**src/rtl/seg7_decode.sv**
```systemverilog
// seg7_decode: reads back an active-low units/tens seven-segment pair and
// recovers the displayed value 0..15 once the pattern has been stable for
// STABLE_CYCLES clocks. Illegal glyph combinations are flagged on err.
// Optional: define SEG7_DECODE_SYNC_EN to put a 2-flop synchronizer ahead
// of the sample register (adds 2 cycles of latency).
module seg7_decode #(
  parameter int unsigned STABLE_CYCLES = 4
) (
  input  logic        clk,
  input  logic        rst,
  input  logic        en,
  input  logic [6:0]  seg_units,
  input  logic [6:0]  seg_tens,
  output logic [15:0] onehot,
  output logic [3:0]  value,
  output logic        valid,
  output logic        locked,
  output logic        err,
  output logic        blank
);

  localparam int unsigned SW = 14;
  localparam int unsigned CW = (STABLE_CYCLES < 2) ? 1 : $clog2(STABLE_CYCLES + 1);
  localparam logic [CW-1:0] CNT_MAX = CW'(STABLE_CYCLES);
  localparam logic [CW-1:0] CNT_ACC = CW'(STABLE_CYCLES - 1);

  typedef enum logic [2:0] {
    IDLE,
    SETTLE,
    LOCKED,
    ERROR,
    BLANKED
  } state_t;

  state_t        state;
  logic [SW-1:0] sample;
  logic [SW-1:0] din;
  logic [CW-1:0] cnt;
  logic          same;

  logic [6:0] u_glyph;
  logic [6:0] t_glyph;
  logic       u_ok;
  logic [3:0] u_val;
  logic       t_ok;
  logic       t_one;
  logic       dec_blank;
  logic       dec_legal;
  logic [3:0] dec_value;

`ifdef SEG7_DECODE_SYNC_EN
  logic [SW-1:0] sync1;
  logic [SW-1:0] sync2;

  // Two-flop synchronizer for asynchronous board-level segment buses
  always_ff @(posedge clk) begin
    if (rst) begin
      sync1 <= '1;
      sync2 <= '1;
    end else begin
      sync1 <= {seg_tens, seg_units};
      sync2 <= sync1;
    end
  end

  assign din = sync2;
`else
  assign din = {seg_tens, seg_units};
`endif

  assign same = (din == sample);

  // Decode the registered sample: glyph lookup, legality and blank detection
  always_comb begin
    u_glyph = ~sample[6:0];
    t_glyph = ~sample[13:7];
    u_ok    = 1'b1;
    u_val   = 4'd0;
    t_ok    = 1'b1;
    t_one   = 1'b0;
    case (u_glyph)
      7'b1111110: u_val = 4'd0;
      7'b0110000: u_val = 4'd1;
      7'b1101101: u_val = 4'd2;
      7'b1111001: u_val = 4'd3;
      7'b0110011: u_val = 4'd4;
      7'b1011011: u_val = 4'd5;
      7'b1011111: u_val = 4'd6;
      7'b1110000: u_val = 4'd7;
      7'b1111111: u_val = 4'd8;
      7'b1111011: u_val = 4'd9;
      default:    u_ok  = 1'b0;
    endcase
    case (t_glyph)
      7'b1000000: t_one = 1'b0;
      7'b1100000: t_one = 1'b1;
      default:    t_ok  = 1'b0;
    endcase
    dec_blank = (u_glyph == 7'd0) && (t_glyph == 7'd0);
    dec_legal = u_ok && t_ok && !(t_one && (u_val > 4'd5));
    dec_value = t_one ? 4'(4'd10 + u_val) : u_val;
  end

  // Sample register, stability counter, state and registered outputs
  always_ff @(posedge clk) begin
    if (rst) begin
      state  <= IDLE;
      sample <= '1;
      cnt    <= '0;
      onehot <= '0;
      value  <= '0;
      valid  <= 1'b0;
      locked <= 1'b0;
      err    <= 1'b0;
      blank  <= 1'b0;
    end else begin
      sample <= din;
      if (!same) begin
        cnt <= '0;
      end else if (cnt != CNT_MAX) begin
        cnt <= CW'(cnt + 1'b1);
      end
      valid <= 1'b0;

      if (!en) begin
        state  <= IDLE;
        locked <= 1'b0;
        err    <= 1'b0;
        blank  <= 1'b0;
      end else begin
        case (state)
          IDLE: begin
            state <= SETTLE;
          end
          SETTLE: begin
            // A change landing on the acceptance edge wins over acceptance
            if (same && (cnt >= CNT_ACC)) begin
              if (dec_blank) begin
                state  <= BLANKED;
                blank  <= 1'b1;
                onehot <= '0;
                value  <= '0;
              end else if (dec_legal) begin
                state  <= LOCKED;
                locked <= 1'b1;
                valid  <= 1'b1;
                value  <= dec_value;
                onehot <= 16'(16'd1 << dec_value);
              end else begin
                state <= ERROR;
                err   <= 1'b1;
              end
            end
          end
          default: begin
            if (!same) begin
              state  <= SETTLE;
              locked <= 1'b0;
              err    <= 1'b0;
              blank  <= 1'b0;
            end
          end
        endcase
      end
    end
  end

endmodule

```
**config.mk**
```make
export PLATFORM = sky130hd
export DESIGN_NAME = seg7_decode
export DESIGN_NICKNAME = d
export VERILOG_FILES = /design/src/rtl/seg7_decode.sv
export SDC_FILE = /design/constraint.sdc
export NUM_CORES = 1
export LEC_CHECK = 0
export CORE_MARGIN = 2
export CORE_UTILIZATION = 38
export DETAILED_ROUTE_END_ITERATION = 10
export DONT_BUFFER_PORTS = 1
export GPL_TIMING_DRIVEN = 0
export PLACE_DENSITY = 0.52
export SLEW_MARGIN = 20
export SYNTH_ARGS = -nofsm -noshare
export SYNTH_HDL_FRONTEND = slang
export SYNTH_SLANG_ARGS = --single-unit
```
**constraint.sdc**
```tcl
create_clock -name clk -period 2.52 [get_ports clk]
set_clock_uncertainty 0.15 [all_clocks]
set_input_delay 0.504 -clock clk [delete_from_list [all_inputs] [get_ports clk]]
set_output_delay 0.504 -clock clk [all_outputs]
set_load 0.05 [all_outputs]
```
# Yosys cells after proc, flatten, opt, wreduce, memory -nomap -nowiden
# Index checks and enable logic that the tools add are counted.
[op_classes]
addsub = 2
n_lt_le_gt_ge = 2
n_eq_ne = 22
n_shift = 1
n_mux = 27
bitwise = 7
reduce_logical = 20
[op_table]
columns = ["cell", "n"]
rows = [
  ["$eq 7x7->1 const B", 10],
  ["$pmux 4 s9", 1],
  ["$mux 16", 2],
  ["$shl 1x4->16 const A", 1],
  ["$eq 14x14->1", 1],
  ["$eq 7x6->1 const B", 2],
  ["$logic_not 7->1", 2],
  ["$mux 1", 14],
  ["$not 7->7", 2],
  ["$mux 4", 3],
  ["$ne 2x2->1 const B", 5],
  ["$reduce_and 5->1", 2],
  ["$reduce_or 10->1", 1],
  ["$mux 3", 3],
  ["$reduce_and 4->1", 2],
  ["$pmux 1 s2", 3],
  ["$pmux 3 s2", 1],
  ["$reduce_or 2->1", 3],
  ["$logic_and 1x1->1", 5],
  ["$not 1->1", 5],
  ["$reduce_or 5->1", 1],
  ["$add 4x4->4 const A", 1],
  ["$gt 4x3->1 const B", 1],
  ["$add 3x1->3 const B", 1],
  ["other kinds (9)", 9],
]
[totals]
reg_bits = 44
inputBits = 17
output_inout_bits = 24
elab_cells = 90

# Longest topological paths before layout
# Gate-level depths: netlist of run 1.
[logic_depth]
depth_word = 11
mapped_depth = 12
mapped_depth_nobuf = 10

# Least setup slack after synthesis of run 1
# OpenSTA, ideal clock, no wires.
[synth_path]
path_type = "flip-flop to flip-flop"
start = "reg sample[4]"
end = "reg onehot[2]"
setup_ps = 59
arrival_ps = 2455
required_time_ps = 2311
slack_ps = -144
path_stages_with_launch = 12
n_path_buf = 1
synth_period_minus_slack_ps = 2664
cell_sequence = "dfxtp_1 > buf_6 > or4b_1 > o22a_2 > nand2_1 > ha_1 > or3_1 > o41ai_1 > a221oi_1 > and2_1 > nor4bb_1 > a31o_2"
[synth_via]
elab_chain_cells = 9
elab_cells_between_ends = 30
cone_classes = "add/sub (1); order compare (1); eq/ne (11); shift (1); mux (5); bitwise (1); reduce/logical (10)"
[synth_rtl]
columns = ["item", "line", "text"]
rows = [
  ["start: declaration", "36", "logic [SW-1:0] sample;"],
  ["start signal: assignment", "117", "sample <= din;"],
  ["$not 7->7", "75", "u_glyph = ~sample[6:0];"],
  ["$eq 7x7->1 or $eq 7x6->1 (tied branches)", "81", "case (u_glyph)"],
  ["$pmux 4 s9", "81", ""],
  ["$gt 4x3->1", "100", "dec_legal = u_ok && t_ok && !(t_one && (u_val > 4'd5));"],
  ["$logic_and 1x1->1", "100", ""],
  ["$logic_not 1->1", "100", ""],
  ["$logic_and 1x1->1", "100", ""],
  ["$reduce_bool 2->1 (no source line)", "n/a", ""],
  ["$reduce_and 4->1 (no source line)", "n/a", ""],
  ["end signal: assignment", "148", "onehot <= 16'(16'd1 << dec_value);"],
  ["end: declaration", "14", "output logic [15:0] onehot,"],
]
# Several ways; a longest one is shown, not always the timed one. The select of a mux whose other input is x is not followed.
# A chain may end at the register's enable or synchronous reset.

# Worst setup path in the final report of run 1
# Same ends and word-level chain as after synthesis.

==> summary by stage, run 1 <==
Outcome
The run finished, with violations left. The checks that failed: setup timing.

Logic synthesis
The sequential share of the synthesized area is 39.3%. The proportion of synthesized flip-flops having asynchronous set or reset is 0%. The number of instances in the synthesized netlist is about 260. After synthesis, the largest family of logic cells by area is simple AND/OR/NAND/NOR gates.

The mean instance size in the synthesized netlist is between 8 and 9 µm². After synthesis, the most frequently instantiated cells are 44 x sky130_fd_sc_hd__dfxtp_1, 21 x sky130_fd_sc_hd__nand2_1, 16 x sky130_fd_sc_hd__xnor2_1. The post-synthesis compound-gate area fraction is roughly a fifth.

The area fraction in and, or, nand and nor cells after synthesis is about a quarter. The most instantiated library cell after synthesis is sky130_fd_sc_hd__dfxtp_1. In the post-synthesis netlist, the biggest area contributors are sky130_fd_sc_hd__dfxtp_1 39%, sky130_fd_sc_hd__xnor2_1 6.3%, sky130_fd_sc_hd__o211ai_1 5.0%. The synthesized netlist devotes about 2.2% of its cell area to adder and majority cells.

The synthesized net count is 277. The share of the synthesized area in the top cell type is slightly below 40%. The multiplexer fraction of the synthesized cell area is 0.446%.

The distinct cell type count after synthesis is 54. The share of the synthesized netlist area taken by xor and xnor gates is around 6.6%. The cell area after technology mapping is about 2200 µm².

The synthesized design contains 44 register bits. sky130_fd_sc_hd__dfxtp_1 takes more of the synthesized area than any other cell. The most used flip-flop cell after synthesis is sky130_fd_sc_hd__dfxtp_1. Yosys printed 0 warnings. Yosys mapped a number of flops with a built-in enable equal to 0.

STA
Setup repair after global routing could not meet its margin everywhere. The maximum clock rate is about 380 MHz. Setup violations remaining at the end of the flow were counted as 12.

At the pin with the least slew margin, the transition time is between 500 and 600 ps. The number of hold violations in the final report was 0. After layout, the worst setup slack is -99.1 ps.

In this run the tightest slew margin relative to its limit is 62.7%. The sum of negative setup slack is -538 ps. The period utilization is 104%. The count of final max-slew check failures is 0. The post-layout minimum cycle time is between 2000 and 3000 ps.

Global routing
The number of antenna violations at the first check in global routing is 0. The number of global-route vias before repair is slightly below 2k. The largest net degree at the start of global routing is 14. The wire length of the first global-routing pass is just over 9000 µm.

Global routing consumed, over all layers together, a little under a fifth of the routing resources. The global route total overflow is 0.

Drt
The mean number of vias per cell is 5.50. The number of nets with antenna violations after routing is 0. The detailed-route DRC error count is 0. The first-pass iteration count of the detailed router is 4.

In this run, the number of DRC markers left after iteration 0 of detailed routing was between 70 and 80. After detailed routing, the total wire length is 5760 µm. The detailed router placed around 1.9k vias in this run.

The mean routed wirelength per cell is 16.4 µm.

CTS
TritonCTS created 5 clock buffers. The CTS tree is yes. CTS saw 44 sinks. The longest clock path from root to sink contains 2 buffers. Buffers inserted to repair hold after CTS numbered 0. The maximum level of the CTS H-tree is 2.

The register clock-pin slew on the reported worst setup and hold paths is about 90 ps. The cell sitting at the root of the clock tree is a sky130_fd_sc_hd__clkbuf_8. The clock insertion delay at the later pin of the skew report is ~300 ps.

Floorplan
In this run the count of I/O pins placed on the die edge is just over 40. The starting density of the core is between 30% and 40%. The die span in y is approximately 81 µm.

The initialized floorplan defines 27 standard-cell rows. The region available for standard cell placement spans 5610 µm². The die outline area is 6530 µm².

Measured along the x axis, the die boundary spans a little over 80 µm.

Pwr
The sequential share of power is 56.2%. The power density of the placed cells is between 400 and 500 nW/µm². The leakage power is approximately 0.99 nW.

VDD sags by at most 0.236 mV. The combinational power share is a little under a tenth. The switching power is about 330 µW. The fraction of power spent switching nets is about a quarter. The total internal power is roughly 960 µW. The clock network burns 34.7% of the power.

Worst setup path
The critical-path maximum fanout is 9. The endpoint class of the critical path is a flop. STA puts the critical path data arrival time at roughly 2700 ps. Data on the critical path is required at its endpoint by ~2600 ps.

The critical path start-end classification is reg2reg. The worst setup path is launched from a flop.

Final layout
The number of fill cells in the layout is ~560. The number of antenna diodes in the final layout is 0. The fraction of layout instances using a drive strength above 1 is 33.0%. The number of standard cells in the layout, taps in and fillers out is 351.

The area added between synthesis and finish is 22.9%. After the last flow step, the layout net total stands at between 200 and 300.

Job
The max-capacitance violation count is 0.

Placed design
Before CTS, the worst setup slack after placement is -454 ps. The estimated wirelength of the detail-placed design is approximately 3900 µm. In this run the tool buffered the top-level ports with 0 buffer cells. The global placement routability congestion is approximately 0.80. In this run, placement finished with an instance count of between 300 and 400.

Hold path
The type of the worst min-delay path is in2reg.
-- power groups by stage --
stage	Sequential (mW)	Clock [mW]	Combinational, mW
global route	0.730	0.504	0.129
floorplan	0.732	0	0.0859
detailed placement	0.734	0	0.105
global placement	0.734	0	0.106
finish	0.727	0.449	0.118
CTS	0.722	0.463	0.125
-- cell families after synthesis --
group	Yosys count
and+or+nand+nor	98
AOI/OAI and AO/OA	67
DFF	44
buffers and inverters	25
xor gates and xnor gates	17
adders and majority gates	4
muxes	1
-- cell usage in the layout, fill, tap and decap left out, types with 4 or more instances in the layout --
master,count
sky130_fd_sc_hd__clkbuf_1,6
sky130_fd_sc_hd__or2_2,15
sky130_fd_sc_hd__a21oi_1,8
sky130_fd_sc_hd__nor2_1,14
sky130_fd_sc_hd__nand2_1,19
sky130_fd_sc_hd__o211ai_1,15
sky130_fd_sc_hd__dfxtp_1,39
sky130_fd_sc_hd__clkbuf_8,5
sky130_fd_sc_hd__xnor2_1,16
sky130_fd_sc_hd__inv_1,7
sky130_fd_sc_hd__buf_4,20
sky130_fd_sc_hd__nand3_1,6
sky130_fd_sc_hd__o21ai_1,14
sky130_fd_sc_hd__a31o_2,6
sky130_fd_sc_hd__dfxtp_2,4
-- final timing paths --
| kind | start | end | slack [ps] | cells after the start |
|---|---|---|---|---|
| worst min-delay path | seg_units[3] | sample[3] | 150 | 1 |
| worst max-delay path | sample[4] | onehot[2] | -100 | 10 |
| worst max register to register | sample[4] | onehot[2] | -100 | 10 |
| worst min register to register | state[1] | state[1] | 330 | 2 |
-- area by class of cell --
type                       count  area (µm²)  share of cell area (%)
buffer                        14        85.1                    3.09
clock inverter                 1        8.76                   0.318
clock buffer                   7        76.3                    2.77
multi-input combinational    187        1430                    52.0
timing repair buffer          19         146                    5.31
tap                           72        90.1                    3.27
sequential                    44         890                    32.3
inverter                       7        26.3                   0.953
-- metrics by stage --
stage               util [%]  hold slack, ps  instance area, µm²  power (mW)
floorplan                  -             287                2270       0.818
global placement        42.1             306                2360       0.840
CTS                     48.9             146                2740        1.31
finish                  49.2             150                2760        1.29
global route            49.2             131                2760        1.36
detailed placement      42.1             313                2360       0.839
-- registers in the layout, summed over array words and instances, names as in the netlist --
name and cells:
onehot 16, locked 1, sample 14, valid 1, value 4, state 3
err 1, cnt 3, blank 1
-- critical path: stages, from the launching register on --
cell,delay (ps)
sky130_fd_sc_hd__dfxtp_4,400
sky130_fd_sc_hd__or4b_4,560
sky130_fd_sc_hd__o22a_4,260
sky130_fd_sc_hd__nand2_4,90
sky130_fd_sc_hd__ha_4,120
sky130_fd_sc_hd__or3_1,100
sky130_fd_sc_hd__o41ai_2,70
sky130_fd_sc_hd__a221oi_2,260
sky130_fd_sc_hd__and2_4,210
sky130_fd_sc_hd__nor4bb_4,200
sky130_fd_sc_hd__a31o_2,140
-- per-layer routing --
metal / part of all wire [%] / vias to the layer above / GRT usage [%]
met3: 7.0 / 4 / 7.00
met2: 45 / 53 / 28.4
met5: 0 / - / 0
li1: - / 970 / -
met1: 48 / 904 / 24.7
met4: 0.57 / 0 / 4.58
-- repair_timing --
item	CTS	global route
setup buffers	16	3
gates resized for setup	53	5
pin swaps	16	10
gates cloned	0	0
setup endpoints to repair	20	21
(Power assumes the default switching activity.)
==> run 2, diff against run 1 <==
--- a/config.mk
+++ b/config.mk
@@ -5,6 +5,7 @@
 export SDC_FILE = /design/constraint.sdc
 export NUM_CORES = 1
 export LEC_CHECK = 0
+export ABC_AREA = 1
 export CORE_MARGIN = 2
 export CORE_UTILIZATION = 38
 export DETAILED_ROUTE_END_ITERATION = 10
==> run 2 against run 1 <==
  * The run now ends clean
  * Synthesized area is 16% higher
  * Worst hold slack improved by 1.9 ps
  * Count of clock-buffer cells in the layout fell by 2
  * Global-route usage decreased by 2.6 points
  * Wire length decreased by 0.87%
  * Combinational power rose by 5%
  * First-iteration DRC count shrank 11%
  * Sequential cell count stayed put
  * Maximum frequency increased by 14%
  * Critical path type unchanged
==> summary by stage, run 2 <==
Outcome
The run finished with clean final reports.

STA
The relative slew slack is 65.6% (+2.8 points). The final number of setup-violating endpoints is 0 (-12). The post-layout minimum cycle time came to 2300 ps (-314 ps). The sum of negative setup slack was 0 ps (+538 ps). Setup repair after global routing left no endpoint under its margin. The maximum clock rate is 434 MHz (+14%). The number of hold violations in the final report is 0 (unchanged).

The slew at the pin with the worst max-slew slack is 516 ps (-36.1 ps). The period utilization was 91.5% (-12 points). The count of final max-slew check failures was 0 (unchanged).

Drt
The detailed-route DRC error count is 0 (unchanged). The mean number of vias per cell is 4.77 (-13%). The mean routed wirelength per cell came to 11.6 µm (-29%).

The number of nets with antenna violations after routing is 0 (unchanged). The total via count after detailed routing is 2,345 (+21%). The DRC marker count from the first detailed-route iteration is 66 (-11%).

The routed wire length was 5710 µm (-0.87%). The first-pass iteration count of the detailed router was 4 (unchanged).

Global routing
The largest net degree at the start of global routing is 15 (+1). The number of antenna violations at the first check in global routing is 0 (unchanged). The global route total overflow was 0 (unchanged). The total routing resource utilization after global routing was 15.9% (-2.6 points).

The number of global-route vias before repair was 2,230 (+16%). The wire length of the first global-routing pass is 9690 µm (+4.1%).

Logic synthesis
The distinct cell type count after synthesis is 28 (-48%). The share of the synthesized area in the top cell type was 33.8% (-5.5 points). Summed over all instances, the cell type with the most area after synthesis is sky130_fd_sc_hd__dfxtp_1. The synthesized net count is 423 (+53%).

The mean instance size in the synthesized netlist is 6.48 µm² (-26%). The cell area after technology mapping is 2600 µm² (+16%). The sequential share of the synthesized area was 33.8% (-5.5 points).

The flip-flop and latch count after synthesis is 44 (unchanged). By instance count, the leading cell after synthesis is sky130_fd_sc_hd__nand2_1. Sorting the synthesized cells by how often they occur yields 107 x sky130_fd_sc_hd__nand2_1, 62 x sky130_fd_sc_hd__inv_1, 49 x sky130_fd_sc_hd__nor2_1. The most used flip-flop cell after synthesis is sky130_fd_sc_hd__dfxtp_1. The number of instances in the synthesized netlist came to 402 (+57%). Ranked by total cell area, the synthesized netlist is headed by sky130_fd_sc_hd__dfxtp_1 34%, sky130_fd_sc_hd__nand2_1 15%, sky130_fd_sc_hd__inv_1 8.9%. The yosys synthesis warning count is 0 (unchanged).

The number of synthesized flops with an enable pin is 0 (unchanged). The proportion of synthesized flip-flops having asynchronous set or reset is 0% (unchanged).

CTS
TritonCTS built the clock tree. The register clock-pin slew on the reported worst setup and hold paths is 90 ps (about the same). The total clock sinks is 44 (unchanged). The hold buffer count at CTS is 0 (unchanged). The clock insertion delay at the later pin of the skew report is 300 ps (about the same). The library cell used as clock root buffer is sky130_fd_sc_hd__clkbuf_8. The number of buffers on the longest clock path came to 2 (unchanged).

The maximum level of the CTS H-tree was 2 (unchanged). The TritonCTS buffer count is 5 (unchanged).

Placed design
The estimated wirelength of the detail-placed design is 4480 µm (+14%). The number of input and output port buffers inserted came to 0 (unchanged). The global placement routability congestion was 0.832 (+3.7%).

The placement-stage cell area is 2710 µm² (+15%).

Final layout
The flip-flop and latch area is 891 µm² (+0.14%). The number of flip-flops in the largest register is 16 (unchanged). The fraction of layout instances using a drive strength above 1 came to 16.0% (-17 points). The post-route cell area came to 2870 µm² (+4.0%).

More flip-flops sit in one register than any other, and that register is onehot. The number of antenna cells inserted came to 0 (unchanged). The area of combinational cells with multiple inputs came to 1460 µm² (+1.5%). In the final layout, the registers with the most flip-flops are onehot (16), sample (14), value (4). From synthesis to final layout, the design area changed by 10.1%. The most common library cell in the layout ignoring fill and taps is sky130_fd_sc_hd__nand2_1.

The share of the core filled with cells is 42.7% (-6.5 points). The net count reported at finish is 432 (+44%). The number of fill cells in the layout was 719 (+29%). The top cell types in the final layout, fill and taps aside, are 103 x sky130_fd_sc_hd__nand2_1, 62 x sky130_fd_sc_hd__inv_1, 44 x sky130_fd_sc_hd__nor2_1.

Worst setup path
The critical-path maximum fanout was 8 (-1). STA classifies the critical path endpoint as a flop. The critical path required time was 2600 ps (-20 ps). The type of origin of the critical path is a flop. The worst setup path is of the reg2reg kind. The arrival time of data at the critical path endpoint came to 2390 ps (-330 ps).

Pwr
The clock power share is 34.2% (-0.5 points). The leakage power is 1.36 nW (+38%). The power density of the placed cells came to 452 nW/µm² (-3.7%). The worst-case vdd ir drop came to 0.208 mV (-12%). The total power is 1.30 mW (+0.19%).

The fraction of power spent switching nets came to 27.0% (+1.5 points). The combinational power share is 9.5% (+0.4 points). The sequential share of power came to 56.2% (about the same). The switching power is 349 µW (+6.0%). The total internal power was 947 µW (-1.8%).

Floorplan
The standard-cell row count is 30 (+11%). The width of the die came to 86.8 µm (+7.4%). The starting density of the core came to 38.8% (-1.2 points). The die span in y is 86.8 µm (+7.4%). The die outline area was 7530 µm² (+15%). The I/O pin count is 41 (unchanged). The core area is 6720 µm² (+20%).

Hold path
The type of the worst min-delay path is in2reg.

Job
The max-capacitance violation count came to 0 (unchanged).
## run 2: changes by cell type in the layout (fill, tap and decap cells not counted), moves of 6 or more
cell	previous run	this run
sky130_fd_sc_hd__o211ai_1	15	1
sky130_fd_sc_hd__a31o_2	6	0
sky130_fd_sc_hd__buf_4	20	3
sky130_fd_sc_hd__nor2_1	14	44
sky130_fd_sc_hd__nor2_2	1	9
sky130_fd_sc_hd__a21oi_1	8	20
sky130_fd_sc_hd__nand3_1	6	24
sky130_fd_sc_hd__xor2_1	0	10
sky130_fd_sc_hd__nand4_1	3	26
sky130_fd_sc_hd__inv_1	7	62
sky130_fd_sc_hd__o21ai_1	14	1
sky130_fd_sc_hd__nand2_1	19	103
sky130_fd_sc_hd__nand2_2	0	6
sky130_fd_sc_hd__xnor2_1	16	0
## run 2: logic make-up after synthesis
logic type	count (synthesis)	synth area share (%)
AOI/OAI and AO/OA	25	5.04
adders and majority gates	4	1.92
and+or+nand+nor	243	43.7
buffers and inverters	76	12.2
DFF	44	33.8
xor gates and xnor gates	10	3.36
## run 2: final timing paths
| kind | end | cells after the start | slack, ps | start |
|---|---|---|---|---|
| max | onehot[8] | 13 | 220 | sample[6] |
| min | sample[6] | 1 | 150 | seg_units[6] |
| max reg2reg | onehot[8] | 13 | 220 | sample[6] |
| min reg2reg | cnt[1] | 2 | 340 | cnt[2] |
## run 2: routing by layer
metal / track usage [%] / routed length [µm] / vias up
li1: - / - / 1285
met1: 21.0 / 2890 / 1013
met2: 25.3 / 2470 / 43
met3: 4.38 / 293 / 4
met4: 4.69 / 48 / 0
met5: 0 / 0 / -
## run 2: area by class of cell
class	count	share of cell area [%]
multi-input cells	282	50.7
flip-flops and latches	44	31.1
well taps	80	3.49
clock buffers	5	2.40
repair buffers	2	0.524
plain buffers	11	2.62
inverters	65	8.51
clock inverters	3	0.654
## run 2: metrics by stage
step                      setup slack (ps)  hold WS (ps)  instances
final                                  215           152        492
after global routing                  11.9           138        492
after CTS                             9.32           140        490
after detailed placement              49.9           332        482
after global placement                56.8           332        482
after floorplan                        373           310        402
## run 2: power groups by stage
| stage | Sequential, mW | Combinational (mW) | Clock (mW) |
|---|---|---|---|
| detailed placement | 0.744 | 0.122 | 0 |
| finish | 0.729 | 0.124 | 0.444 |
| floorplan | 0.740 | 0.0999 | 0 |
| global placement | 0.743 | 0.120 | 0 |
| CTS | 0.727 | 0.122 | 0.471 |
| global route | 0.731 | 0.145 | 0.494 |
## run 2: critical path: stages (launching register included)
cell and delay [ps]:
sky130_fd_sc_hd__dfxtp_1 310, sky130_fd_sc_hd__clkbuf_4 180, sky130_fd_sc_hd__inv_2 50, sky130_fd_sc_hd__nand2_2 90
sky130_fd_sc_hd__nor2_4 50, sky130_fd_sc_hd__nand2_1 110, sky130_fd_sc_hd__nand3_2 110, sky130_fd_sc_hd__ha_1 320
sky130_fd_sc_hd__or2_2 320, sky130_fd_sc_hd__nand2_4 120, sky130_fd_sc_hd__nand3_1 80, sky130_fd_sc_hd__nor2_1 100
sky130_fd_sc_hd__nand4_1 100, sky130_fd_sc_hd__a21oi_1 140
## run 2: repair_timing
action,4_1_cts,5_1_grt
endpoints found under the hold margin,0,0
setup buffers,0,2
gates resized for setup,0,22
endpoints found under the setup margin,0,14
==> run 3, diff against run 2 <==
--- a/config.mk
+++ b/config.mk
@@ -6,12 +6,14 @@
 export NUM_CORES = 1
 export LEC_CHECK = 0
 export ABC_AREA = 1
+export CELL_PAD_IN_SITES_DETAIL_PLACEMENT = 0
+export CELL_PAD_IN_SITES_GLOBAL_PLACEMENT = 1
 export CORE_MARGIN = 2
 export CORE_UTILIZATION = 38
 export DETAILED_ROUTE_END_ITERATION = 10
 export DONT_BUFFER_PORTS = 1
 export GPL_TIMING_DRIVEN = 0
-export PLACE_DENSITY = 0.52
+export PLACE_DENSITY = 0.7
 export SLEW_MARGIN = 20
 export SYNTH_ARGS = -nofsm -noshare
 export SYNTH_HDL_FRONTEND = slang
==> run 3 against run 2 <==
  * Wire length up 3.3%
  * Register-to-register slack got worse by 50 ps
  * Clock power shrank 3%
  * Count of clock-buffer cells in the layout unchanged
  * Global-route usage up 1.0 points
  * Combinational power about the same
  * Cell count decreased by 0.61%
  * Worst hold slack gained 1.1 ps
  * Cell area shrank 0.57%
  * Sequential share of layout area is 0.18 points higher
  * First-iteration DRC count grew 52%
==> summary by stage, run 3 (synthesized netlist as in run 2, its figures left out) <==
Outcome
The flow ran to the end, and the final reports show no timing, DRC or antenna violations.

Final layout
The number of flip-flops in the largest register came to 16 (unchanged). The number of standard cells in the layout, taps in and fillers out is 489 (-0.61%). In the final layout, the registers with the most flip-flops are onehot (16), sample (14), value (4). The post-route cell area is 2850 µm² (-0.57%).

In the layout the commonest cells are 101 x sky130_fd_sc_hd__nand2_1, 62 x sky130_fd_sc_hd__inv_1, 46 x sky130_fd_sc_hd__nor2_1. Ranked by flip-flop count, first place goes to onehot. The most common library cell in the layout ignoring fill and taps is sky130_fd_sc_hd__nand2_1. The share of the core filled with cells is 42.4% (-0.24 points). The number of antenna cells inserted is 0 (unchanged).

The net count reported at finish is 430 (-0.46%). The number of fill cells in the layout came to 730 (+1.5%). Compared with the post-synthesis result, the final layout area differs by 9.46%. The fraction of layout instances using a drive strength above 1 is 15.4% (-0.62 points).

CTS
The clock insertion delay at the later pin of the skew report came to 300 ps (about the same). The number of buffers on the longest clock path is 2 (unchanged). Clock tree synthesis selected as its root buffer the cell sky130_fd_sc_hd__clkbuf_8. The CTS tree is yes. The register clock-pin slew on the reported worst setup and hold paths is 80 ps (about the same). The TritonCTS buffer count is 5 (unchanged). The total clock sinks is 44 (unchanged). The maximum level of the CTS H-tree is 2 (unchanged). The post-CTS repair timing setup buffer count came to 0 (unchanged).

Floorplan
The die span in y is 86.8 µm (unchanged). The width of the die is 86.8 µm (unchanged). The core area was 6720 µm² (unchanged).

The starting density of the core is 38.8% (unchanged). The die outline area is 7530 µm² (unchanged). The I/O pin count was 41 (unchanged). The standard-cell row count is 30 (unchanged).

Global routing
The number of antenna violations at the first check in global routing was 0 (unchanged). The wire length of the first global-routing pass is 10,300 µm (+6.4%). The number of global-route vias before repair is 2,327 (+4.3%). The global route total overflow is 0 (unchanged). The largest net degree at the start of global routing is 14 (-1).

The total routing resource utilization after global routing was 16.9% (+1.0 points).

Drt
The number of nets with antenna violations after routing is 0 (unchanged). The total via count after detailed routing came to 2,363 (+0.77%). The first-pass iteration count of the detailed router is 4 (unchanged). The detailed-route DRC error count is 0 (unchanged). The DRC marker count from the first detailed-route iteration is 100 (+52%).

The routed wire length came to 5890 µm (+3.3%). The mean number of vias per cell is 4.83 (+1.4%). The mean routed wirelength per cell is 12.1 µm (+3.9%).

Worst setup path
The slowest cell on the critical path is sky130_fd_sc_hd__dfxtp_1. The endpoint class of the critical path is a flop. The critical path required time came to 2600 ps (about the same). The most prevalent standard cell on the critical path is sky130_fd_sc_hd__nand2_1. The cell count of the worst reg-to-reg path came to 13 (unchanged). The endpoint identified for the worst register-to-register timing path is onehot[8].

The instance count on the critical path came to 13 (unchanged). STA classifies the critical path startpoint as a flop. The arrival time of data at the critical path endpoint is 2440 ps (+50 ps).

On the critical path the largest part of the delay comes from simple AND/OR/NAND/NOR gates. The worst reg-to-reg setup slack was 170 ps (-50 ps). The critical-path maximum fanout is 8 (unchanged). The maximum cell stage delay along the critical path was 310 ps (about the same). The critical path start-end classification is reg2reg. The signal on the critical path passes through clkbuf_4 > inv_2 > nand2_1 > nor2_4 > nand2_1 > nand3_2 > ha_1 > or2_2 > nand2_2 > nand3_1 > nor2_1 > nand4_1 > a21oi_1. The startpoint of the worst-slack reg-to-reg timing path is sample[6]. The count of buffering cells on the critical path with inverters included is 2 (unchanged).

Job
The max-capacitance violation count is 0 (unchanged).

Hold path
The cell count of the worst hold path came to 1 (unchanged). The worst min-delay path startpoint is seg_tens[5]. The end point of the most critical hold path is sample[12].

The type of the worst min-delay path is in2reg.

Placed design
The estimated wirelength of the detail-placed design is 4600 µm (+2.6%). The global placement routability congestion came to 0.854 (+2.6%). The placement-stage cell area is 2710 µm² (unchanged). The post-placement cell count was 482 (unchanged). The worst-case setup slack after placement came to 76.1 ps (+26.2 ps). The number of input and output port buffers inserted is 0 (unchanged).

STA
The period utilization was 93.4% (+2.0 points). The worst hold margin is 153 ps (+1.14 ps). The slew at the pin with the worst max-slew slack is 527 ps (+11.4 ps). The relative slew slack was 64.8% (-0.76 points). The number of hold violations in the final report is 0 (unchanged).

The post-layout minimum cycle time is 2350 ps (+50.0 ps). The count of final max-slew check failures is 0 (unchanged). The sum of negative setup slack is 0 ps (unchanged). The maximum clock rate was 425 MHz (-2.1%).

The final number of setup-violating endpoints is 0 (unchanged). The final setup slack of the worst path came to 165 ps (-50.0 ps).

Pwr
The power density of the placed cells came to 450 nW/µm² (-0.54%). The worst-case vdd ir drop is 0.253 mV (+21%). The leakage power is 1.35 nW (about the same). The total power is 1.28 mW (-1.1%).
run 3: timing repair:
item,in CTS,in global routing
hold buffers,0,0
setup endpoints to repair,0,15
resized for setup,0,23
run 3: worst max path at each step:
| stage | from | to | slack [ps] |
|---|---|---|---|
| after floorplan | sample[6] | onehot[9] | 370 |
| after global placement | sample[2] | onehot[8] | 40 |
| after detailed placement | sample[2] | onehot[8] | 80 |
| after CTS | sample[2] | onehot[8] | 20 |
| after global routing | sample[6] | onehot[14] | -10 |
| final | sample[6] | onehot[8] | 170 |
run 3: area by class of cell:
class	count	area [µm²]	area share [%]
Multi-Input combinational cell	282	1460	51.1
Sequential cell	44	891	31.2
Inverter	65	244	8.56
Tap cell	80	100	3.51
Buffer	11	78.8	2.76
Clock buffer	5	68.8	2.41
Clock inverter	2	12.5	0.439
run 3: per-layer routing:
metal	vias up	GRT usage (%)	part of all wire, %
met4	0	3.41	1.0
li1	1278	-	-
met5	-	0	0
met3	7	4.29	4.6
met2	41	27.6	44
met1	1037	22.6	50
run 3: worst register-to-register path, stage by stage, from the launching register on:
cell,delay (ps)
sky130_fd_sc_hd__dfxtp_1,310
sky130_fd_sc_hd__clkbuf_4,170
sky130_fd_sc_hd__inv_2,40
sky130_fd_sc_hd__nand2_1,120
sky130_fd_sc_hd__nor2_4,60
sky130_fd_sc_hd__nand2_1,110
sky130_fd_sc_hd__nand3_2,110
sky130_fd_sc_hd__ha_1,310
sky130_fd_sc_hd__or2_2,300
sky130_fd_sc_hd__nand2_2,180
sky130_fd_sc_hd__nand3_1,100
sky130_fd_sc_hd__nor2_1,90
sky130_fd_sc_hd__nand4_1,100
sky130_fd_sc_hd__a21oi_1,130
run 3: report_power, final:
part | switching, mW | internal, mW | total [mW]
Combinational | 0.0809 | 0.0430 | 0.124
Clock | 0.241 | 0.188 | 0.429
Sequential | 0.0191 | 0.710 | 0.729
